<file path="src/rtl/slc3_mem_pkg.sv">
// Shared definitions for the SLC-3 memory front-end: word width, default image depth, FSM states.
package slc3_mem_pkg;

   localparam int WORD_W        = 16;
   localparam int DEPTH_DEFAULT = 256;

   typedef enum logic [1:0] {
      S_PRIME,
      S_COPY,
      S_RUN
   } state_t;

endpackage

</file>
<file path="src/rtl/slc3_mem_loader.sv">
// SLC-3 memory front-end: copies the init ROM image into program RAM after every reset,
// then hands the single RAM port to the core and registers read data for Mem2IO.
module slc3_mem_loader
   import slc3_mem_pkg::*;
#(
   parameter int DEPTH  = DEPTH_DEFAULT,
   parameter int ROM_AW = $clog2(DEPTH)
) (
   input  logic              Clk,
   input  logic              Reset,
   input  logic [WORD_W-1:0] cpu_addr,
   input  logic              cpu_oe,
   input  logic              cpu_we,
   input  logic [WORD_W-1:0] cpu_wdata,
   output logic [WORD_W-1:0] cpu_rdata,
   output logic              cpu_hold,
   output logic              init_done,
   output logic [ROM_AW-1:0] rom_addr,
   input  logic [WORD_W-1:0] rom_data,
   output logic [WORD_W-1:0] ram_addr,
   output logic [WORD_W-1:0] ram_wdata,
   output logic              ram_we,
   input  logic [WORD_W-1:0] ram_rdata
);

   // One spare bit keeps DEPTH itself representable, so DEPTH=65536 cannot overflow.
   localparam int CNT_W = ROM_AW + 1;

   state_t           state, state_nx;
   logic [CNT_W-1:0] cnt;
   logic [CNT_W-1:0] cnt_inc;
   logic             rd_pend;
   logic             last_word;

   assign cnt_inc   = cnt + CNT_W'(1);
   assign last_word = (cnt == CNT_W'(DEPTH - 1));

   // NOTE: sequential state uses non-blocking assignments so every register samples
   // pre-edge values regardless of statement order.
   always_ff @(posedge Clk) begin
      if (Reset) begin
         state     <= S_PRIME;
         cnt       <= '0;
         rd_pend   <= 1'b0;
         cpu_rdata <= '0;
      end else begin
         state <= state_nx;
         if (state == S_COPY) begin
            cnt <= cnt_inc;
         end else if (state == S_PRIME) begin
            cnt <= '0;
         end
         if (state == S_RUN) begin
            // A simultaneous write wins: no read is registered, cpu_rdata keeps its value.
            rd_pend <= cpu_oe & ~cpu_we;
            if (rd_pend) begin
               cpu_rdata <= ram_rdata;
            end
         end else begin
            rd_pend <= 1'b0;
         end
      end
   end

   // NOTE: every output gets a default before the case so no path can infer a latch.
   always_comb begin
      state_nx  = state;
      rom_addr  = '0;
      ram_addr  = '0;
      ram_wdata = '0;
      ram_we    = 1'b0;
      cpu_hold  = 1'b1;
      init_done = 1'b0;
      unique case (state)
         S_PRIME: begin
            state_nx = S_COPY;
         end
         S_COPY: begin
            ram_we    = 1'b1;
            ram_addr  = WORD_W'(cnt[ROM_AW-1:0]);
            ram_wdata = rom_data;
            // Prefetch the next word; the wrap to 0 on the last word is never consumed.
            rom_addr  = cnt_inc[ROM_AW-1:0];
            if (last_word) begin
               state_nx = S_RUN;
            end
         end
         S_RUN: begin
            cpu_hold  = 1'b0;
            init_done = 1'b1;
            ram_addr  = cpu_addr;
            ram_we    = cpu_we;
            ram_wdata = cpu_wdata;
         end
         default: begin
            state_nx = S_PRIME;
         end
      endcase
   end

endmodule

</file>
<file path="config.mk">
export PLATFORM = sky130hd
export DESIGN_NAME = slc3_mem_loader
export DESIGN_NICKNAME = d
export VERILOG_FILES = /design/src/rtl/slc3_mem_pkg.sv /design/src/rtl/slc3_mem_loader.sv
export SDC_FILE = /design/constraint.sdc
export NUM_CORES = 1
export LEC_CHECK = 0
export ABC_AREA = 1
export CORE_ASPECT_RATIO = 1.75
export CORE_MARGIN = 8
export CORE_UTILIZATION = 34
export DETAILED_ROUTE_END_ITERATION = 12
export GPL_ROUTABILITY_DRIVEN = 0
export GPL_TIMING_DRIVEN = 0
export PLACE_DENSITY = 0.81
export SYNTH_ARGS = -nofsm -noshare
export SYNTH_HDL_FRONTEND = slang
export SYNTH_SLANG_ARGS = --single-unit
export TNS_END_PERCENT = 5
</file>
<file path="constraint.sdc">
create_clock -name Clk -period 1.9 [get_ports Clk]
set_input_delay 0.57 -clock Clk [delete_from_list [all_inputs] [get_ports Clk]]
set_output_delay 0.57 -clock Clk [all_outputs]
set_load 0.1 [all_outputs]
</file>
==> results.json, run 1 <==
{
  "critPathKind": "flop to output port",
  "top_layer_used": "met4",
  "arrival_ps": 1740,
  "worstPathMaxFanout": 5,
  "maxClockFrequency_mhz": 433,
  "drtAntennaViolNets": 0,
  "worstSkewPairLatency_ps": 280,
  "compound_gate_fraction_of_synth_area": 0.175,
  "setup_total_negative_slack_ps": -12560,
  "num_antenna_cells": 0,
  "finClkSkew_ps": 2.16,
  "cts_hold_repair.buffers": 0,
  "setup.worst_path.start_class": "flop",
  "regToRegSetupSlack_ps": 310,
  "critPathTopFamily": "buffers and inverters",
  "fin_crit_ps": 2310,
  "route.final.wire_length_mm": 8.18,
  "worstMarginPinSlew_ps": 567,
  "min_path_type": "flop to flop",
  "power.sequential.fraction": 0.131,
  "cts_tree": "done",
  "mostFrequentLayoutCell": "sky130_fd_sc_hd__nand2_1",
  "timing_hold_violations_final": 0,
  "fp.coreArea_um2": 4710,
  "horizontal_extent_of_the_die_um": 68.8,
  "num_io_pins": 127,
  "power.ir.vdd_worst_uv": 1450,
  "layout_setup_ws_ps": -409,
  "maximum_number_of_buffers_from_clock_root_to_sink": 2,
  "netlist-cell-type-count": 22,
  "buffer_and_inverter_count_on_the_worst_path": 4,
  "end_kind": "output port",
  "synthesis.nets": 338,
  "power_density_nw_per_um2": 1280,
  "cp_slowest_cell": "sky130_fd_sc_hd__dfxtp_2",
  "met2_layer_wire_length_in_the_routed_design_mm": 4.53,
  "met3WireLength_um": 736,
  "die_h_um": 108,
  "status": "complete, but fails checks",
  "detail_route.iter0.violations": 79,
  "number_of_levels_the_h_tree_was_split_into": 1,
  "syn-instance-count": 265,
  "critical_path.cell_chain": "inv_4, ha_4, clkinvlp_4, clkbuf_16, a21oi_4, buf_12",
  "layout-area-overhead-vs-synth_pct": 140,
  "antenna_violations_before_repair": 0,
  "switching_share": 0.553,
  "clockPowerShare": 0.073,
  "warnings_synthesis": 0,
  "post_synth_fa_ha_maj_area_fraction": 0.0377,
  "die_area_um2": 7470,
  "routed_length_per_placed_instance_um": 18.2,
  "nets": 472,
  "hpwl_mm": 5.24,
  "io_buffer_count": 126,
  "initial_drt_pass_iterations": 4,
  "cts_inserted_buffers": 3,
  "drt_drc_violations_left": 0,
  "place.detailed.instances": 443,
  "vias_per_cell": 5.14,
  "clock_sinks": 28,
  "synthesis.area_per_instance_um2": 6.27,
  "final.period_utilization": 1.22,
  "synth_xor_area_frac": 0,
  "synth_simple_gate_area_share": 0.337,
  "via_count_of_the_first_global_routing_pass": 2651,
  "clk_transition_reported_paths_ps": 90,
  "post_route_insts_no_fill": 450,
  "p_switching_mw": 2.83,
  "synth_seq_area_share": 0.337,
  "syn-cell-area_um2": 1660,
  "final-setup-viol-count": 41,
  "synth.ff_latch_count": 28,
  "initial_core_util": 0.353,
  "cp_slowest_stage_delay_ps": 370,
  "routed-via-count": 2311,
  "cell_internal_pwr_mw": 2.28,
  "total_leakage_power_nw": 1.45,
  "num_rows": 33,
  "ctsRootBufferMaster": "sky130_fd_sc_hd__clkbuf_8",
  "grt_use_total": 0.215,
  "dominant_combinational_cell_family_by_area_after_synthesis": "simple AND/OR/NAND/NOR gates",
  "rsz0062_at_grt": "yes",
  "layout.cells.most_common_list": "sky130_fd_sc_hd__nand2_1 (68), sky130_fd_sc_hd__clkdlybuf4s50_1 (67), sky130_fd_sc_hd__buf_12 (44)",
  "report.final.slew_viol_count": 0,
  "grt_max_degree": 16,
  "failed_checks": "setup timing",
  "cp.required_ps": 1330,
  "fillCellCount": 263,
  "p_comb_frac": 0.796,
  "worst_slew_margin_rel": 0.622,
  "maxCapViolations": 0,
  "final_layout_size_suffix_gt1_frac": 0.397,
  "gr-total-overflow": 0,
  "drt-met1-wl_mm": 2.67,
  "muxShareOfSynthArea": 0,
  "wire_length_of_the_first_global_routing_pass_mm": 12.6
}
[per-stage QoR]
stage          total power, mW  utilization  cell area (um2)  hold WS [ps]  setup WS, ps
6_report                  5.11        0.846             3980           477          -409
5_1_grt                   5.28        0.846             3980           511          -468
4_1_cts                   5.01        0.838             3950           476          -382
3_5_place_dp              3.84        0.709             3340           461         -1210
3_3_place_gp              3.83        0.709             3340           450         -1210
2_1_floorplan             3.17            -             2010           443          -377
[power groups by stage]
stage                     logic (mW)  clock network [mW]  registers, mW
after detailed placement        3.18                   0          0.666
after global routing            4.21               0.398          0.673
after floorplan                 2.49                   0          0.677
after global placement          3.17                   0          0.664
final                           4.07               0.375          0.668
after CTS                       3.96               0.382          0.670
[final timing paths]
path                    startpoint                  end  cells after the start
max          state[0]$_SDFFE_PP0P_          ram_addr[2]                      6
min            cnt[8]$_SDFFE_PP0P_  cnt[8]$_SDFFE_PP0P_                      2
max reg2reg    cnt[4]$_SDFFE_PP0P_  cnt[8]$_SDFFE_PP0P_                      7
min reg2reg    cnt[8]$_SDFFE_PP0P_  cnt[8]$_SDFFE_PP0P_                      2
[cell type report]
class	instances	area (um2)	area share
timing repair buffer	129	1750	0.439
inverter	28	111	0.0280
buffer	14	159	0.0399
sequential	28	572	0.144
multi-input combinational	195	1270	0.319
tap	52	65.1	0.0163
clock buffer	4	55.1	0.0138
[kinds of logic (layout without fill, tap and decap cells)]
group,count (synthesis),in the layout
flops,28,28
buf+inv,42,175
compound gates,56,56
simple gates,134,134
fa+ha+maj,5,5
[flip-flops by register name, indices dropped and copies added, names as in the netlist]
| register | count |
|---|---|
| cpu_rdata | 16 |
| cnt | 9 |
| state | 2 |
| rd_pend | 1 |
[repair_timing]
item / CTS / global route
gates resized for setup: 467 / 13
pin swaps: 2 / 2
cloned: 1 / 0
setup endpoints to repair: 59 / 42
setup buffers: 1 / 1
[worst reg2reg max path, cell delays in order (launching register included)]
cell                      delay [ps]
sky130_fd_sc_hd__dfxtp_2         400
sky130_fd_sc_hd__nand2_2          80
sky130_fd_sc_hd__nor2_2          160
sky130_fd_sc_hd__nand3_1         140
sky130_fd_sc_hd__nor2_1          170
sky130_fd_sc_hd__ha_1            250
sky130_fd_sc_hd__or2_1           220
sky130_fd_sc_hd__a21oi_1         120
[cells in the mapped netlist, drive strengths merged]
master | n | share of area
clkbuf | 3 | 0.0068
nand2 | 81 | 0.19
nor2 | 42 | 0.11
a21oi | 36 | 0.12
ha | 5 | 0.038
o21ai | 20 | 0.060
dfxtp | 28 | 0.34
nor3 | 1 | 0.0030
or2 | 2 | 0.0075
inv | 28 | 0.063
buf | 11 | 0.043
nand3 | 8 | 0.030
[layer usage]
metal,global-route usage,vias up
met2,0.408,106
met3,0.0714,17
met1,0.197,1094
met5,0,-
met4,0.0823,0
li1,-,1094
Note: power is estimated with default switching activity, not from simulation.
==> run 2: changes to the inputs <==
Settings changed: CELL_PAD_IN_SITES_DETAIL_PLACEMENT from default to 0, CELL_PAD_IN_SITES_GLOBAL_PLACEMENT from default to 1, CORE_MARGIN 8 to 2, CORE_UTILIZATION 34 to 21, PLACE_DENSITY 0.81 to default, PLACE_DENSITY_LB_ADDON from default to 0.1.
==> run 2 against run 1 <==
The flow still finishes with violations (setup timing); critical path depth rose by 1; worst hold slack worse by 11 ps; combinational power increased by 6.4%; non-clock buffer count up 5; core utilization shrank 30 points; clock skew is 0.75 ps higher; worst setup slack better by 91 ps; final cell count up 8.9%.
==> results.json, run 2 (synthesis results as in run 1) <==
{
  "initial_drt_pass_iterations": 4,
  "die_area_um2": 8670,
  "total_leakage_power_nw": 1.53,
  "die_h_um": 122,
  "cp.required_ps": 1330,
  "layout.cells.most_common_list": "sky130_fd_sc_hd__clkdlybuf4s50_1 (67), sky130_fd_sc_hd__nand2_1 (66), sky130_fd_sc_hd__buf_12 (45)",
  "cp_slowest_stage_delay_ps": 330,
  "detail_route.iter0.violations": 32,
  "routed-via-count": 2182,
  "io_buffer_count": 126,
  "critPathTopFamily": "buffers and inverters",
  "maxCapViolations": 0,
  "clock_sinks": 28,
  "whs_ps": 466,
  "setup.worst_path.start_class": "flop",
  "worstPathMaxFanout": 5,
  "cp_slowest_cell": "sky130_fd_sc_hd__dfxtp_2",
  "final-setup-viol-count": 41,
  "rsz0062_at_grt": "yes",
  "failed_checks": "setup timing",
  "num_rows": 42,
  "num_io_pins": 127,
  "route.final.wire_length_mm": 6.37,
  "fin_crit_ps": 2220,
  "report.final.slew_viol_count": 0,
  "grt_use_total": 0.154,
  "worstSkewPairLatency_ps": 260,
  "maxClockFrequency_mhz": 451,
  "hpwl_mm": 4.73,
  "power_density_nw_per_um2": 1300,
  "vias_per_cell": 4.45,
  "number_of_levels_the_h_tree_was_split_into": 1,
  "drt_drc_violations_left": 0,
  "worstMarginPinSlew_ps": 652,
  "worst_slew_margin_rel": 0.566,
  "num_antenna_cells": 0,
  "horizontal_extent_of_the_die_um": 71.2,
  "cts_inserted_buffers": 3,
  "gr-total-overflow": 0,
  "ctsRootBufferMaster": "sky130_fd_sc_hd__clkbuf_16",
  "cts_hold_repair.buffers": 0,
  "drtAntennaViolNets": 0,
  "buffer_and_inverter_count_on_the_worst_path": 5,
  "status": "complete, but fails checks",
  "maximum_number_of_buffers_from_clock_root_to_sink": 2,
  "routed_length_per_placed_instance_um": 13.0,
  "largestRegisters": "cpu_rdata: 16 flops, cnt: 9 flops, state: 2 flops",
  "min_path_type": "flop to flop",
  "regToRegSetupSlack_ps": 290,
  "cp_common_cell": "sky130_fd_sc_hd__buf_12",
  "layout_setup_ws_ps": -318,
  "end_kind": "output port",
  "largest_reg_flops": 16,
  "arrival_ps": 1650,
  "timing_hold_violations_final": 0,
  "grt_max_degree": 15,
  "finClkSkew_ps": 2.91,
  "fp.coreArea_um2": 7620,
  "critPathKind": "flop to output port",
  "largest_register": "cpu_rdata",
  "mostFrequentLayoutCell": "sky130_fd_sc_hd__clkdlybuf4s50_1",
  "wire_length_of_the_first_global_routing_pass_mm": 10.9,
  "clk_transition_reported_paths_ps": 70,
  "critical_path.cell_chain": "inv_2, ha_4, clkinvlp_4, buf_12, buf_12, a21oi_4, buf_12",
  "power.ir.vdd_worst_uv": 832,
  "nets": 477,
  "cts_tree": "done",
  "final.period_utilization": 1.17,
  "via_count_of_the_first_global_routing_pass": 2302,
  "final_layout_size_suffix_gt1_frac": 0.410,
  "dpl_worst_slack_ps": -1230,
  "initial_core_util": 0.218,
  "layout-area-overhead-vs-synth_pct": 152,
  "antenna_violations_before_repair": 0
}
## run 2: cell types whose count changed in the layout (fill, tap and decap cells not counted), moves of 2 or more
cell                       before  now
sky130_fd_sc_hd__inv_2         19   17
sky130_fd_sc_hd__nand3_2        3    1
sky130_fd_sc_hd__clkbuf_8       4    0
sky130_fd_sc_hd__buf_4          4    6
sky130_fd_sc_hd__nand3_4        0    2
sky130_fd_sc_hd__buf_16         0    3
sky130_fd_sc_hd__inv_4          1    3
sky130_fd_sc_hd__nand2_4        1    4
sky130_fd_sc_hd__nand2_1       68   66
## run 2: area by class of cell
| type | instances | area [um2] |
|---|---|---|
| plain buffers | 13 | 161 |
| clock buffers | 3 | 75.1 |
| fillers | 688 | 3430 |
| inverters | 28 | 116 |
| multi-input cells | 195 | 1320 |
| flip-flops and latches | 28 | 571 |
| well taps | 88 | 110 |
| repair buffers | 135 | 1830 |
## run 2: worst paths after layout
path / from / cells after the start / to
max: state[1]$_SDFFE_PP0P_ / 7 / ram_we
min: cnt[8]$_SDFFE_PP0P_ / 2 / cnt[8]$_SDFFE_PP0P_
max reg2reg: cnt[5]$_SDFFE_PP0P_ / 7 / cnt[8]$_SDFFE_PP0P_
min reg2reg: cnt[8]$_SDFFE_PP0P_ / 2 / cnt[8]$_SDFFE_PP0P_
## run 2: layer usage
metal | track usage | up-vias | share of wire
met5 | 0 | - | 0
met4 | 0.0425 | 0 | 0.011
met3 | 0.0389 | 4 | 0.074
met2 | 0.296 | 90 | 0.56
met1 | 0.162 | 982 | 0.36
li1 | - | 1106 | -
## run 2: power by group
group / switching, mW / leakage (nW) / internal (mW)
sequential: 0.0393 / 0.229 / 0.627
combinational: 2.64 / 1.27 / 1.69
clock: 0.190 / 0.0370 / 0.279
## run 2: stage by stage
| step | utilization | instances | area [um2] | TNS (ps) | total power [mW] |
|---|---|---|---|---|---|
| after CTS | 0.544 | 488 | 4140 | -9820 | 5.48 |
| after global routing | 0.549 | 490 | 4190 | -12170 | 5.69 |
| after floorplan | - | 265 | 2010 | -13550 | 3.17 |
| final | 0.549 | 490 | 4190 | -9610 | 5.46 |
| after global placement | 0.444 | 479 | 3380 | -46980 | 3.88 |
| after detailed placement | 0.444 | 479 | 3380 | -46940 | 3.88 |
## run 2: timing repair
action / CTS / global route
gates resized for setup: 486 / 12
buffers inserted: 5 / 2
gates cloned: 2 / 0
pin swaps: 2 / 4
endpoints found under the setup margin: 59 / 42
## run 2: worst min-delay path, stage by stage (launching register included)
cell and delay, ps:
sky130_fd_sc_hd__dfxtp_1 310, sky130_fd_sc_hd__nand2_1 60, sky130_fd_sc_hd__a21oi_1 50
==> run 3: changes to the inputs <==
Settings changed: CORE_UTILIZATION 21 to 19.
Clock period 1.9 ns to 2 ns, I/O delays scaled along.
==> run 3 against run 2 <==
The run still ends with setup timing left; largest cell class unchanged; largest power group unchanged; sequential power is 5.4% lower; non-clock buffer count is 3 higher; core utilization is 6.0 points lower; clock power is 8.5% higher; via count is 0.23% lower.
==> results.json, run 3 (synthesis results as in run 1) <==
{
  "status": "complete, but fails checks",
  "failed_checks": "setup timing",
  "hpwl_mm": 4.99,
  "total_leakage_power_nw": 1.53,
  "clock_sinks": 28,
  "mostFrequentLayoutCell": "sky130_fd_sc_hd__nand2_1",
  "nets": 480,
  "ctsRootBufferMaster": "sky130_fd_sc_hd__clkbuf_16",
  "final_layout_size_suffix_gt1_frac": 0.404,
  "drtAntennaViolNets": 0,
  "multiInputGateArea_um2": 1280,
  "routed_length_per_placed_instance_um": 12.6,
  "fillCellCount": 843,
  "p_comb_frac": 0.783,
  "vias_per_cell": 4.16,
  "num_rows": 45,
  "fp.coreArea_um2": 8610,
  "p_switching_mw": 2.71,
  "maxCapViolations": 0,
  "detail_route.iter0.violations": 19,
  "timing_hold_violations_final": 0,
  "buffer_and_inverter_count_on_the_worst_path": 5,
  "worstSkewPairLatency_ps": 270,
  "rsz0062_at_grt": "yes",
  "die_area_um2": 9540,
  "final-seq-area_um2": 571,
  "final.period_utilization": 1.14,
  "critical_path.cell_chain": "inv_2, ha_4, clkinvlp_4, buf_12, clkbuf_16, a21oi_4, buf_12",
  "critPathKind": "flop to output port",
  "cts_tree": "done",
  "gr-total-overflow": 0,
  "critPathTopFamily": "buffers and inverters",
  "setup_total_negative_slack_ps": -7610,
  "cts_inserted_buffers": 3,
  "arrival_ps": 1680,
  "setup.worst_path.start_class": "flop",
  "maximum_number_of_buffers_from_clock_root_to_sink": 2,
  "layout-area-overhead-vs-synth_pct": 154,
  "power.ir.vdd_worst_uv": 852,
  "worstPathMaxFanout": 6,
  "route.final.wire_length_mm": 6.59,
  "worstMarginPinSlew_ps": 689,
  "cp.required_ps": 1400,
  "cts_hold_repair.buffers": 0,
  "routed-via-count": 2177,
  "largest_reg_flops": 16,
  "io_buffer_count": 126,
  "die_h_um": 128,
  "final-setup-viol-count": 40,
  "cell_internal_pwr_mw": 2.54,
  "clk_transition_reported_paths_ps": 70,
  "largestRegisters": "cpu_rdata: 16 flops, cnt: 9 flops, state: 2 flops",
  "finClkSkew_ps": 3.44,
  "initial_drt_pass_iterations": 4,
  "layout_setup_ws_ps": -278,
  "wire_length_of_the_first_global_routing_pass_mm": 10.6,
  "dpl_worst_slack_ps": -1190,
  "antenna_violations_before_repair": 0,
  "power.sequential.fraction": 0.120,
  "cp_common_cell": "sky130_fd_sc_hd__buf_12",
  "end_kind": "output port",
  "via_count_of_the_first_global_routing_pass": 2200,
  "number_of_levels_the_h_tree_was_split_into": 1,
  "power_density_nw_per_um2": 1250,
  "largest_register": "cpu_rdata",
  "maxClockFrequency_mhz": 439,
  "grt_max_degree": 16,
  "min_path_type": "flop to flop",
  "layout.cells.most_common_list": "sky130_fd_sc_hd__nand2_1 (70), sky130_fd_sc_hd__clkdlybuf4s50_1 (67), sky130_fd_sc_hd__buf_12 (44)",
  "cp_slowest_cell": "sky130_fd_sc_hd__dfxtp_2",
  "clockPowerShare": 0.097,
  "initial_core_util": 0.193,
  "switching_share": 0.516,
  "fin_crit_ps": 2280,
  "grt_use_total": 0.144,
  "cp_slowest_stage_delay_ps": 350,
  "worst_slew_margin_rel": 0.540,
  "report.final.slew_viol_count": 0,
  "drt_drc_violations_left": 0,
  "num_antenna_cells": 0,
  "num_io_pins": 127,
  "horizontal_extent_of_the_die_um": 74.7
}
[run 3: timing repair]
action                     4_1_cts  5_1_grt
gates resized for setup        469       18
pin swaps                        0        2
setup endpoints to repair       59       43
cloned                           2        0
setup buffers                    3        6
[run 3: final timing paths]
check,depth (start not counted),start,slack [ps],to
worst max register to register,7,cnt[4]$_SDFFE_PP0P_,350,cnt[8]$_SDFFE_PP0P_
worst min register to register,2,cnt[8]$_SDFFE_PP0P_,470,cnt[8]$_SDFFE_PP0P_
worst max-delay path,7,state[1]$_SDFFE_PP0P_,-280,ram_addr[1]
worst min-delay path,2,cnt[8]$_SDFFE_PP0P_,470,cnt[8]$_SDFFE_PP0P_
[run 3: through the flow]
step	hold WS (ps)	utilization	instances	total power, mW	instance area (um2)
after global routing	506	0.489	523	5.49	4220
after global placement	449	0.397	508	3.71	3420
after CTS	473	0.478	517	5.19	4120
after detailed placement	462	0.397	508	3.70	3420
after floorplan	443	-	265	3.01	2010
final	467	0.489	523	5.26	4220
[run 3: area by class of cell]
class	instances	area share
multi-input cells	195	0.304
plain buffers	14	0.0445
flip-flops and latches	28	0.135
inverters	28	0.0264
repair buffers	137	0.434
well taps	117	0.0347
clock buffers	4	0.0211
[run 3: per-layer routing]
layer  vias to the layer above  wire length, um  part of all wire  GRT usage
met5                         -                0                 0          0
met4                         0               91             0.014     0.0473
met3                         5              537             0.081     0.0369
met2                        92             3750              0.57      0.275
met1                       969             2210              0.34      0.145
li1                       1111                -                 -          -
[run 3: power by group through the flow]
stage | Combinational, mW | Sequential [mW] | Clock, mW
6_report | 4.12 | 0.630 | 0.509
2_1_floorplan | 2.36 | 0.643 | 0
3_3_place_gp | 3.07 | 0.632 | 0
4_1_cts | 4.03 | 0.626 | 0.537
3_5_place_dp | 3.07 | 0.634 | 0
5_1_grt | 4.31 | 0.634 | 0.548
[run 3: tightest hold or removal path, cell delays in order (launching register included)]
cell and delay (ps):
sky130_fd_sc_hd__dfxtp_1 310, sky130_fd_sc_hd__nand2_1 60, sky130_fd_sc_hd__a21oi_1 50
